<file path="config.mk">
export PLATFORM = sky130hd
export DESIGN_NAME = mem_request_responder_flat
export DESIGN_NICKNAME = d
export VERILOG_FILES = /design/src/rtl/mem_request_responder_pkg.sv /design/src/rtl/mem_request_responder_if.sv /design/src/rtl/mem_request_responder_access_timer.sv /design/src/rtl/mem_request_responder.sv /design/src/flat_wrapper.sv
export SDC_FILE = /design/constraint.sdc
export NUM_CORES = 1
export LEC_CHECK = 0
export ABC_AREA = 1
export ABC_CLOCK_PERIOD_IN_PS = 5300
export CORE_MARGIN = 4
export CORE_UTILIZATION = 40
export CTS_CLUSTER_SIZE = 28
export DETAILED_ROUTE_END_ITERATION = 8
export PLACE_DENSITY = 0.87
export SYNTH_ARGS = -nofsm -noshare
export SYNTH_HDL_FRONTEND = slang
export SYNTH_SLANG_ARGS = --single-unit
export TNS_END_PERCENT = 20
</file>
<file path="constraint.sdc">
create_clock -name CLK -period 5.3 [get_ports CLK]
set_clock_uncertainty 0.15 [all_clocks]
set_input_delay 1.06 -clock CLK [delete_from_list [all_inputs] [get_ports CLK]]
set_output_delay 1.06 -clock CLK [all_outputs]
set_load 0.03 [all_outputs]
</file>
<file path="src/rtl/mem_request_responder_pkg.sv">
// Shared types for the memory request responder: bus word, RAM handshake state,
// responder FSM state and the word returned when an access is aborted.
package mem_request_responder_pkg;

    typedef logic [31:0] word_t;

    typedef enum logic [1:0] {
        FREE,
        BUSY,
        ACCESS,
        ERROR
    } ramstate_t;

    typedef enum logic [2:0] {
        IDLE,
        DATA,
        INSTR,
        DRESP,
        IRESP
    } resp_state_t;

    // Returned in the load register when an access times out or the RAM reports ERROR.
    localparam word_t BAD_WORD = 32'hBAD1BAD1;

endpackage

</file>
<file path="src/rtl/mem_request_responder_if.sv">
// Request-unit and RAM-side signals of the memory responder bundled together.
// slave is the responder's view, master is the view of whatever drives it.
interface mem_request_responder_if;
    import mem_request_responder_pkg::*;

    // request unit side
    logic      imemREN;
    word_t     imemaddr;
    logic      dmemREN;
    logic      dmemWEN;
    word_t     dmemaddr;
    word_t     dmemstore;
    logic      ihit;
    logic      dhit;
    word_t     imemload;
    word_t     dmemload;

    // RAM side
    logic      ramREN;
    logic      ramWEN;
    word_t     ramaddr;
    word_t     ramstore;
    word_t     ramload;
    ramstate_t ramstate;

    // status
    logic      bus_err;

    modport slave (
        input  imemREN, imemaddr, dmemREN, dmemWEN, dmemaddr, dmemstore,
        input  ramload, ramstate,
        output ihit, dhit, imemload, dmemload,
        output ramREN, ramWEN, ramaddr, ramstore, bus_err
    );

    modport master (
        output imemREN, imemaddr, dmemREN, dmemWEN, dmemaddr, dmemstore,
        output ramload, ramstate,
        input  ihit, dhit, imemload, dmemload,
        input  ramREN, ramWEN, ramaddr, ramstore, bus_err
    );

endinterface

</file>
<file path="src/rtl/mem_request_responder_access_timer.sv">
// Wait counter for one RAM access: cleared outside an access, counts cycles spent
// waiting for ACCESS, flags expiry on the last allowed cycle. Saturates, never wraps.
module mem_request_responder_access_timer #(
    parameter int TIMEOUT = 64
) (
    input  logic CLK,
    input  logic nRST,
    input  logic clear,
    input  logic enable,
    output logic expired
);

    localparam int            CW        = $clog2(TIMEOUT) + 1;
    localparam logic [CW-1:0] LAST      = CW'(TIMEOUT - 1);
    localparam logic [CW-1:0] COUNT_MAX = '1;

    logic [CW-1:0] count_reg;

    // Count waiting cycles; hold at the top value rather than wrap back to zero.
    always_ff @(posedge CLK) begin
        if (!nRST) begin
            count_reg <= '0;
        end else if (clear) begin
            count_reg <= '0;
        end else if (enable && (count_reg != COUNT_MAX)) begin
            count_reg <= count_reg + 1'b1;
        end
    end

    assign expired = (count_reg == LAST);

endmodule

</file>
<file path="src/rtl/mem_request_responder.sv">
// Memory-side responder: arbitrates the single RAM port between instruction and
// data requests (data first, no preemption) and returns registered one-cycle hits.
module mem_request_responder
    import mem_request_responder_pkg::*;
#(
    parameter int TIMEOUT = 64
) (
    input logic                    CLK,
    input logic                    nRST,
    mem_request_responder_if.slave bus
);

    resp_state_t state_reg;
    logic        ihit_reg;
    logic        dhit_reg;
    logic        bus_err_reg;
    word_t       imemload_reg;
    word_t       dmemload_reg;

    logic        data_req;
    logic        in_access;
    logic        timer_clear;
    logic        timer_enable;
    logic        timer_expired;
    logic        abort;

    assign data_req     = bus.dmemREN | bus.dmemWEN;
    assign in_access    = (state_reg == DATA) || (state_reg == INSTR);
    // Clearing in every non-access state means each access starts from zero.
    assign timer_clear  = ~in_access;
    assign timer_enable = in_access && (bus.ramstate != ACCESS);
    assign abort        = (bus.ramstate == ERROR) || timer_expired;

    mem_request_responder_access_timer #(
        .TIMEOUT (TIMEOUT)
    ) u_access_timer (
        .CLK     (CLK),
        .nRST    (nRST),
        .clear   (timer_clear),
        .enable  (timer_enable),
        .expired (timer_expired)
    );

    // Responder FSM with registered hits, load words and sticky error flag.
    always_ff @(posedge CLK) begin
        if (!nRST) begin
            state_reg    <= IDLE;
            ihit_reg     <= 1'b0;
            dhit_reg     <= 1'b0;
            bus_err_reg  <= 1'b0;
            imemload_reg <= '0;
            dmemload_reg <= '0;
        end else begin
            ihit_reg <= 1'b0;
            dhit_reg <= 1'b0;
            case (state_reg)
                IDLE: begin
                    if (data_req) begin
                        state_reg <= DATA;
                    end else if (bus.imemREN) begin
                        state_reg <= INSTR;
                    end
                end
                DATA: begin
                    // A withdrawn request is dropped silently, even if ACCESS arrives now.
                    if (!data_req) begin
                        state_reg <= IDLE;
                    end else if (bus.ramstate == ACCESS) begin
                        if (!bus.dmemWEN) begin
                            dmemload_reg <= bus.ramload;
                        end
                        dhit_reg  <= 1'b1;
                        state_reg <= DRESP;
                    end else if (abort) begin
                        // Still answer with a hit so the requester cannot hang.
                        bus_err_reg  <= 1'b1;
                        dmemload_reg <= BAD_WORD;
                        dhit_reg     <= 1'b1;
                        state_reg    <= DRESP;
                    end
                end
                INSTR: begin
                    if (!bus.imemREN) begin
                        state_reg <= IDLE;
                    end else if (bus.ramstate == ACCESS) begin
                        imemload_reg <= bus.ramload;
                        ihit_reg     <= 1'b1;
                        state_reg    <= IRESP;
                    end else if (abort) begin
                        bus_err_reg  <= 1'b1;
                        imemload_reg <= BAD_WORD;
                        ihit_reg     <= 1'b1;
                        state_reg    <= IRESP;
                    end
                end
                DRESP, IRESP: begin
                    state_reg <= IDLE;
                end
                default: begin
                    state_reg <= IDLE;
                end
            endcase
        end
    end

    // RAM port mux: driven only while an access is in flight, zero otherwise.
    always_comb begin
        bus.ramREN   = 1'b0;
        bus.ramWEN   = 1'b0;
        bus.ramaddr  = '0;
        bus.ramstore = '0;
        case (state_reg)
            DATA: begin
                bus.ramaddr  = bus.dmemaddr;
                bus.ramstore = bus.dmemstore;
                // A write takes the port when both data enables are up.
                bus.ramWEN   = bus.dmemWEN;
                bus.ramREN   = bus.dmemREN & ~bus.dmemWEN;
            end
            INSTR: begin
                bus.ramaddr = bus.imemaddr;
                bus.ramREN  = bus.imemREN;
            end
            default: begin
            end
        endcase
    end

    assign bus.ihit     = ihit_reg;
    assign bus.dhit     = dhit_reg;
    assign bus.imemload = imemload_reg;
    assign bus.dmemload = dmemload_reg;
    assign bus.bus_err  = bus_err_reg;

endmodule

</file>
<file path="src/flat_wrapper.sv">
// flat-port wrapper written by rule: the top's interface ports become plain ports
module mem_request_responder_flat import mem_request_responder_pkg::*;
#(
    parameter int TIMEOUT = 64
)
  (CLK, nRST, bus_imemREN, bus_imemaddr, bus_dmemREN, bus_dmemWEN, bus_dmemaddr, bus_dmemstore, bus_ramload, bus_ramstate, bus_ihit, bus_dhit, bus_imemload, bus_dmemload, bus_ramREN, bus_ramWEN, bus_ramaddr, bus_ramstore, bus_bus_err);
  mem_request_responder_if bus_i ();
  input logic CLK;
  input logic nRST;
  input wire logic [$bits(bus_i.imemREN)-1:0] bus_imemREN;
  input wire logic [$bits(bus_i.imemaddr)-1:0] bus_imemaddr;
  input wire logic [$bits(bus_i.dmemREN)-1:0] bus_dmemREN;
  input wire logic [$bits(bus_i.dmemWEN)-1:0] bus_dmemWEN;
  input wire logic [$bits(bus_i.dmemaddr)-1:0] bus_dmemaddr;
  input wire logic [$bits(bus_i.dmemstore)-1:0] bus_dmemstore;
  input wire logic [$bits(bus_i.ramload)-1:0] bus_ramload;
  input wire logic [$bits(bus_i.ramstate)-1:0] bus_ramstate;
  output wire logic [$bits(bus_i.ihit)-1:0] bus_ihit;
  output wire logic [$bits(bus_i.dhit)-1:0] bus_dhit;
  output wire logic [$bits(bus_i.imemload)-1:0] bus_imemload;
  output wire logic [$bits(bus_i.dmemload)-1:0] bus_dmemload;
  output wire logic [$bits(bus_i.ramREN)-1:0] bus_ramREN;
  output wire logic [$bits(bus_i.ramWEN)-1:0] bus_ramWEN;
  output wire logic [$bits(bus_i.ramaddr)-1:0] bus_ramaddr;
  output wire logic [$bits(bus_i.ramstore)-1:0] bus_ramstore;
  output wire logic [$bits(bus_i.bus_err)-1:0] bus_bus_err;
  assign bus_i.imemREN = bus_imemREN;
  assign bus_i.imemaddr = bus_imemaddr;
  assign bus_i.dmemREN = bus_dmemREN;
  assign bus_i.dmemWEN = bus_dmemWEN;
  assign bus_i.dmemaddr = bus_dmemaddr;
  assign bus_i.dmemstore = bus_dmemstore;
  assign bus_i.ramload = bus_ramload;
  assign bus_i.ramstate = bus_ramstate;
  assign bus_ihit = bus_i.ihit;
  assign bus_dhit = bus_i.dhit;
  assign bus_imemload = bus_i.imemload;
  assign bus_dmemload = bus_i.dmemload;
  assign bus_ramREN = bus_i.ramREN;
  assign bus_ramWEN = bus_i.ramWEN;
  assign bus_ramaddr = bus_i.ramaddr;
  assign bus_ramstore = bus_i.ramstore;
  assign bus_bus_err = bus_i.bus_err;
  mem_request_responder #(.TIMEOUT(TIMEOUT)) u_core (.CLK(CLK), .nRST(nRST), .bus(bus_i));
endmodule
</file>
==> impl_metrics.tcl, run 1 <==
set metrics [dict create \
    worst_ir_drop_vdd_mv 0.100 \
    slowest_stage "clkdlybuf4s50_1" \
    cts_resized 0 \
    switching_share 0.351 \
    tightest_slew_ns 0.891 \
    hold_buffers 0 \
    postRouteAntennaNets 0 \
    placed_cell_area_sq_um 6880 \
    coreArea_sq_um 10300 \
    leakage_nw 3.07 \
    cp.arrival_ns 3.02 \
    rsz0062_at_grt "false" \
    synthTopCellsByArea "dfxtp_1 37%, nand2_1 12%, nand3_1 11%, inv_1 9.9%, a21oi_1 6.1%" \
    grt_pass1_vias 4750 \
    holdWs_ns 0.294 \
    fin_crit_ns 4.23 \
    fill_cells 866 \
    worstPathCellList "buf_4 > nor2_4 > nand2_4 > o31ai_1 > clkdlybuf4s50_1" \
    timing.fmax_mhz 237 \
    cp-end-kind "output pin" \
    synth-xor-area-share 0.00628 \
    h-tree-depth 3 \
    muxShareOfSynthArea 0 \
    cts_made_buffers 9 \
    synth_top_family_by_area "simple AND/OR/NAND/NOR gates" \
    synthAdderAreaFrac 0.00299 \
    finalWirelength_um 14900 \
    drcViolationCount 0 \
    grt_max_degree 48 \
    fin_setup_tns_ns 0 \
    cts.path.max_buffers 2 \
    maxCapViolations 0 \
    antenna_found_initial 0 \
    synth_compound_area_frac 0.0829 \
    path_buf_inv 2 \
    grt_pass1_wl_um 23100 \
    cts_tree "done" \
    clock_sinks 77 \
    start_kind "register" \
    stdcell_area_sq_um 7070 \
    dr.pass1.iters 4 \
    pwr-share-clk 0.261 \
    fp-row-count 37 \
    cellPowerDensity_nw_per_um2 237 \
    io_buffers 267 \
    hold_viol_final 0 \
    drtIter0Drc 388 \
    critPathKind "register to output pin" \
    area_growth_syn_to_layout_pct 69.0 \
    yosys.area_share.simple 0.389 \
    syn_nets 802 \
    max-slew-margin-rel 0.405 \
    postCtsSetupRepairBufs 0 \
    dp_hpwl_um 11200 \
    p_switching_mw 0.588 \
    final_max_slew_viol_count 0 \
    num-nets-final 1040 \
    vias 5048 \
    power.combinational.fraction 0.370 \
    synth_top_area_frac 0.369 \
    status "finished clean" \
    fin_util 0.688 \
    worstSkewPairLatency_ns 0.35 \
    hp-class "register to register" \
    ys_types 25 \
    clk_pin_slew_ns 0.07 \
    die_x_um 110 \
    ys_seq_area_frac 0.369 \
    die_y_um 110 \
    critPathRequiredTime_ns 4.09 \
    period_share 0.797 \
    path_max_fanout 39 \
    cts_root_buffer "clkbuf_8" \
    finalSetupViolations 0 \
    ioPinCount 268 \
    synth_seq_cells 77 \
    yosysTopAreaCell "dfxtp_1" \
    critPathTopFamily "simple AND/OR/NAND/NOR gates" \
    seq_power_share 0.369 \
    cpPeakStageDelay_ns 0.77 \
    post_drt_wl_per_cell_um 14.3 \
    place_congestion 0.844 \
    grt_overflow 0 \
    num_antenna_cells 0 \
    start_util 0.407 \
    grt_usage 0.243 \
    syn_area_sq_um 4180 \
    dieArea_sq_um 12200 \
    synthCells 666 \
    yosysWarnings 0 \
    p_int_mw 1.09 \
    layout-drive-gt1-share 0.0440 \
    viasPerCell 4.83 \
    syn_avg_cell_area_sq_um 6.28 \
]
-- tightest hold or removal path: cells and delay by family, from the launching register on --
kind	cells	cell delay (ns)
flip-flops	1	0.31
buffers and inverters	1	0.05
AO/OA/AOI/OAI	1	0.05
-- power groups by stage --
stage	clock (mW)	combinational, mW	sequential [mW]
finish	0.437	0.619	0.618
detailed placement	0	0.621	0.631
global route	0.469	0.667	0.620
global placement	0	0.617	0.630
CTS	0.444	0.624	0.618
floorplan	0	0.288	0.675
-- per-layer routing --
| metal | vias to the layer above | global-route usage | wire (um) |
|---|---|---|---|
| met4 | 0 | 0.0572 | 199 |
| met3 | 16 | 0.0780 | 1350 |
| met5 | - | 0 | 0 |
| met1 | 2232 | 0.279 | 5660 |
| met2 | 218 | 0.438 | 7730 |
| li1 | 2582 | - | - |
-- stage by stage --
step	cells	power (mW)	worst slack (ns)
6_report	1045	1.67	1.07
5_1_grt	1045	1.76	0.808
4_1_cts	1045	1.69	1.03
3_5_place_dp	1029	1.25	1.39
3_3_place_gp	1029	1.25	1.39
2_1_floorplan	666	0.963	2.16
-- logic make-up after synthesis --
family	count (synthesis)
AOI/OAI and AO/OA	62
xor gates and xnor gates	3
adders and majority gates	1
buffers and inverters	159
DFF	77
and+or+nand+nor	364
-- layout by cell type, fill, tap and decap left out --
cell	Yosys	routed
inv_2	2	2
nor2_1	66	65
o31ai_1	1	1
nand4_1	26	26
clkbuf_1	29	2
ha_1	1	1
nand2_2	1	1
nand2_4	1	1
bufinv_16	0	1
clkinv_4	0	3
a21oi_2	9	9
nor2_4	2	3
a21oi_1	51	51
nor3_1	38	38
buf_4	0	7
nand2_1	138	138
xnor2_1	1	1
inv_1	110	110
nor2_2	2	2
nand3_1	88	88
clkbuf_8	0	9
nor4_1	1	1
xor2_1	2	2
dfxtp_1	77	77
clkinv_2	0	1
nand3_2	1	1
clkdlybuf4s50_1	0	267
o21ai_0	1	1
-- synth_stat cells (all sizes together) --
| master | number |
|---|---|
| nand2 | 140 |
| dfxtp | 77 |
| ha | 1 |
| a21oi | 60 |
| nor3 | 38 |
| nor4 | 1 |
| xor2 | 2 |
| xnor2 | 1 |
| clkbuf | 29 |
| nand4 | 26 |
| o21ai | 1 |
| buf | 18 |
| o31ai | 1 |
| nor2 | 70 |
| inv | 112 |
| nand3 | 89 |
-- worst paths after layout --
kind	start	end	slack [ns]	cells after the start
hold / removal	u_core.bus.dmemload[20]$_SDFFE_PN0P_	u_core.bus.dmemload[20]$_SDFFE_PN0P_	0.29	2
setup / recovery	u_core.state_reg[1]$_SDFFE_PN0P_	bus_ramREN	1.07	5
setup reg to reg	u_core.state_reg[1]$_SDFFE_PN0P_	u_core.bus.dmemload[29]$_SDFFE_PN0P_	1.64	6
hold reg to reg	u_core.bus.dmemload[20]$_SDFFE_PN0P_	u_core.bus.dmemload[20]$_SDFFE_PN0P_	0.29	2
-- final cells by class --
cell class              instances  area (sq um)  share of cell area
clock buffers                  11           131              0.0186
clock inverters                 5          61.3             0.00867
inverters                     112           420              0.0595
multi-input cells             430          2020               0.286
flip-flops and latches         77          1540               0.218
well taps                     136           170              0.0241
repair buffers                274          2730               0.385
Power figures use the tool's default switching activity.
==> inputs of run 2 (changes only) <==
Settings changed: ABC_CLOCK_PERIOD_IN_PS 5300 to 3600, CORE_UTILIZATION 40 to 33, PLACE_DENSITY 0.87 to 0.77.
Clock period 5.3 ns to 3.6 ns, I/O delays scaled along.
==> run 2 against run 1 <==
Net effect: non-clock buffer count is 5 higher; sequential share of layout area is 0.33 points lower; via count is 0.40% higher; clock-buffer cell count is 1 lower; first-iteration DRC count is 6.7% lower; global-route usage is 4.1 points lower; total power is 60% higher; critical path depth stayed put; critical endpoint is now bus_ramaddr[16].
==> impl_metrics.tcl, run 2 (same netlist as run 1, synthesis figures left out) <==
set metrics [dict create \
    finalWirelength_um 15500 \
    fin_ws_ns 0.813 \
    cts.path.max_buffers 2 \
    tightest_slew_ns 0.677 \
    area_growth_syn_to_layout_pct 71.6 \
    path_max_fanout 24 \
    grt_usage 0.202 \
    max-slew-margin-rel 0.548 \
    leakage_nw 3.26 \
    switching_share 0.347 \
    fill_cells 1201 \
    seq_power_share 0.343 \
    multi_input_comb_area_sq_um 2020 \
    num-nets-final 1045 \
    regArea_sq_um 1540 \
    cp.arrival_ns 1.92 \
    final_common_cell "clkdlybuf4s50_1" \
    p_switching_mw 0.931 \
    holdWs_ns 0.289 \
    hold_viol_final 0 \
    p_int_mw 1.75 \
    die_x_um 121 \
    maxCapViolations 0 \
    viasPerCell 4.68 \
    fin_crit_ns 2.79 \
    period_share 0.774 \
    ioPinCount 268 \
    num_antenna_cells 0 \
    dp_hpwl_um 11800 \
    worstSkewPairLatency_ns 0.33 \
    grt_overflow 0 \
    final_max_slew_viol_count 0 \
    postCtsSetupRepairBufs 0 \
    post_drt_wl_per_cell_um 14.3 \
    place_congestion 0.857 \
    dieArea_sq_um 14500 \
    power.combinational.fraction 0.342 \
    placed_cell_area_sq_um 6900 \
    h-tree-depth 3 \
    fin_setup_tns_ns 0 \
    clock_sinks 77 \
    critPathRequiredTime_ns 2.73 \
    stdcell_area_sq_um 7180 \
    antenna_found_initial 0 \
    status "finished clean" \
    layout-drive-gt1-share 0.123 \
    cts_made_buffers 9 \
    pwr-share-clk 0.316 \
    hold_buffers 0 \
    die_y_um 121 \
    cts_tree "done" \
    cts_resized 0 \
    postRouteAntennaNets 0 \
    drcViolationCount 0 \
    rsz0062_at_grt "false" \
    cp-end-kind "output pin" \
    hp-class "register to register" \
    coreArea_sq_um 12200 \
    grt_max_degree 47 \
    io_buffers 267 \
    mostFrequentLayoutCells "201 x clkdlybuf4s50_1, 138 x nand2_1, 110 x inv_1" \
    start_kind "register" \
    grt_pass1_vias 4792 \
    dr.pass1.iters 5 \
    preCtsSetupSlack_ns 0.872 \
    worst_ir_drop_vdd_mv 0.230 \
    cellPowerDensity_nw_per_um2 373 \
    clk_pin_slew_ns 0.06 \
    finalSetupViolations 0 \
    cts_root_buffer "clkbuf_16" \
    timing.fmax_mhz 359 \
    fp-row-count 40 \
    drtIter0Drc 362 \
    grt_pass1_wl_um 23700 \
    critPathKind "register to output pin" \
    start_util 0.343 \
    vias 5068 \
]
run 2: cell count changes in the layout (fill, tap and decap cells not counted), sizes merged:
cell           delta
buf              +71
bufinv            -1
clkbuf            -1
clkdlybuf4s50    -66
clkinv            -4
clkinvlp          +4
inv               +2
run 2: routing by layer:
| layer | track usage | share of wire |
|---|---|---|
| met5 | 0 | 0 |
| met1 | 0.238 | 0.40 |
| met2 | 0.352 | 0.49 |
| met3 | 0.0603 | 0.087 |
| met4 | 0.0630 | 0.020 |
run 2: cell type report:
| class | instances | area share |
|---|---|---|
| repair buffers | 279 | 0.377 |
| multi-input cells | 430 | 0.281 |
| flip-flops and latches | 77 | 0.215 |
| inverters | 112 | 0.0586 |
| clock buffers | 10 | 0.0319 |
| well taps | 168 | 0.0293 |
| clock inverters | 6 | 0.00662 |
run 2: path summary, 6_finish.rpt:
check | to | slack, ns | cells after the start | start
min reg2reg | u_core.bus.dmemload[23]$_SDFFE_PN0P_ | 0.29 | 2 | u_core.bus.dmemload[23]$_SDFFE_PN0P_
max reg2reg | u_core.bus.dmemload[18]$_SDFFE_PN0P_ | 1.20 | 10 | u_core.u_access_timer.count_reg[0]$_SDFFE_PN0P_
max | bus_ramaddr[16] | 0.81 | 5 | u_core.state_reg[0]$_SDFFE_PN0P_
min | u_core.bus.dmemload[23]$_SDFFE_PN0P_ | 0.29 | 2 | u_core.bus.dmemload[23]$_SDFFE_PN0P_
run 2: critical path, stage by stage, from the launching register on:
cell and delay (ns):
dfxtp_1 0.42, nor2_2 0.43, buf_4 0.35, nand3_1 0.13
nand2_1 0.09, buf_4 0.16
run 2: through the flow:
stage	util	cells	power (mW)
final	0.588	1082	2.68
after global placement	0.565	1066	1.85
after global routing	0.588	1082	2.80
after floorplan	-	666	1.42
after CTS	0.588	1082	2.70
after detailed placement	0.565	1066	1.86
run 2: power groups by stage:
stage,Clock (mW),Combinational (mW),Sequential [mW]
finish,0.845,0.915,0.919
global route,0.896,0.981,0.924
CTS,0.857,0.923,0.919
detailed placement,0,0.920,0.938
global placement,0,0.914,0.938
floorplan,0,0.425,0.993
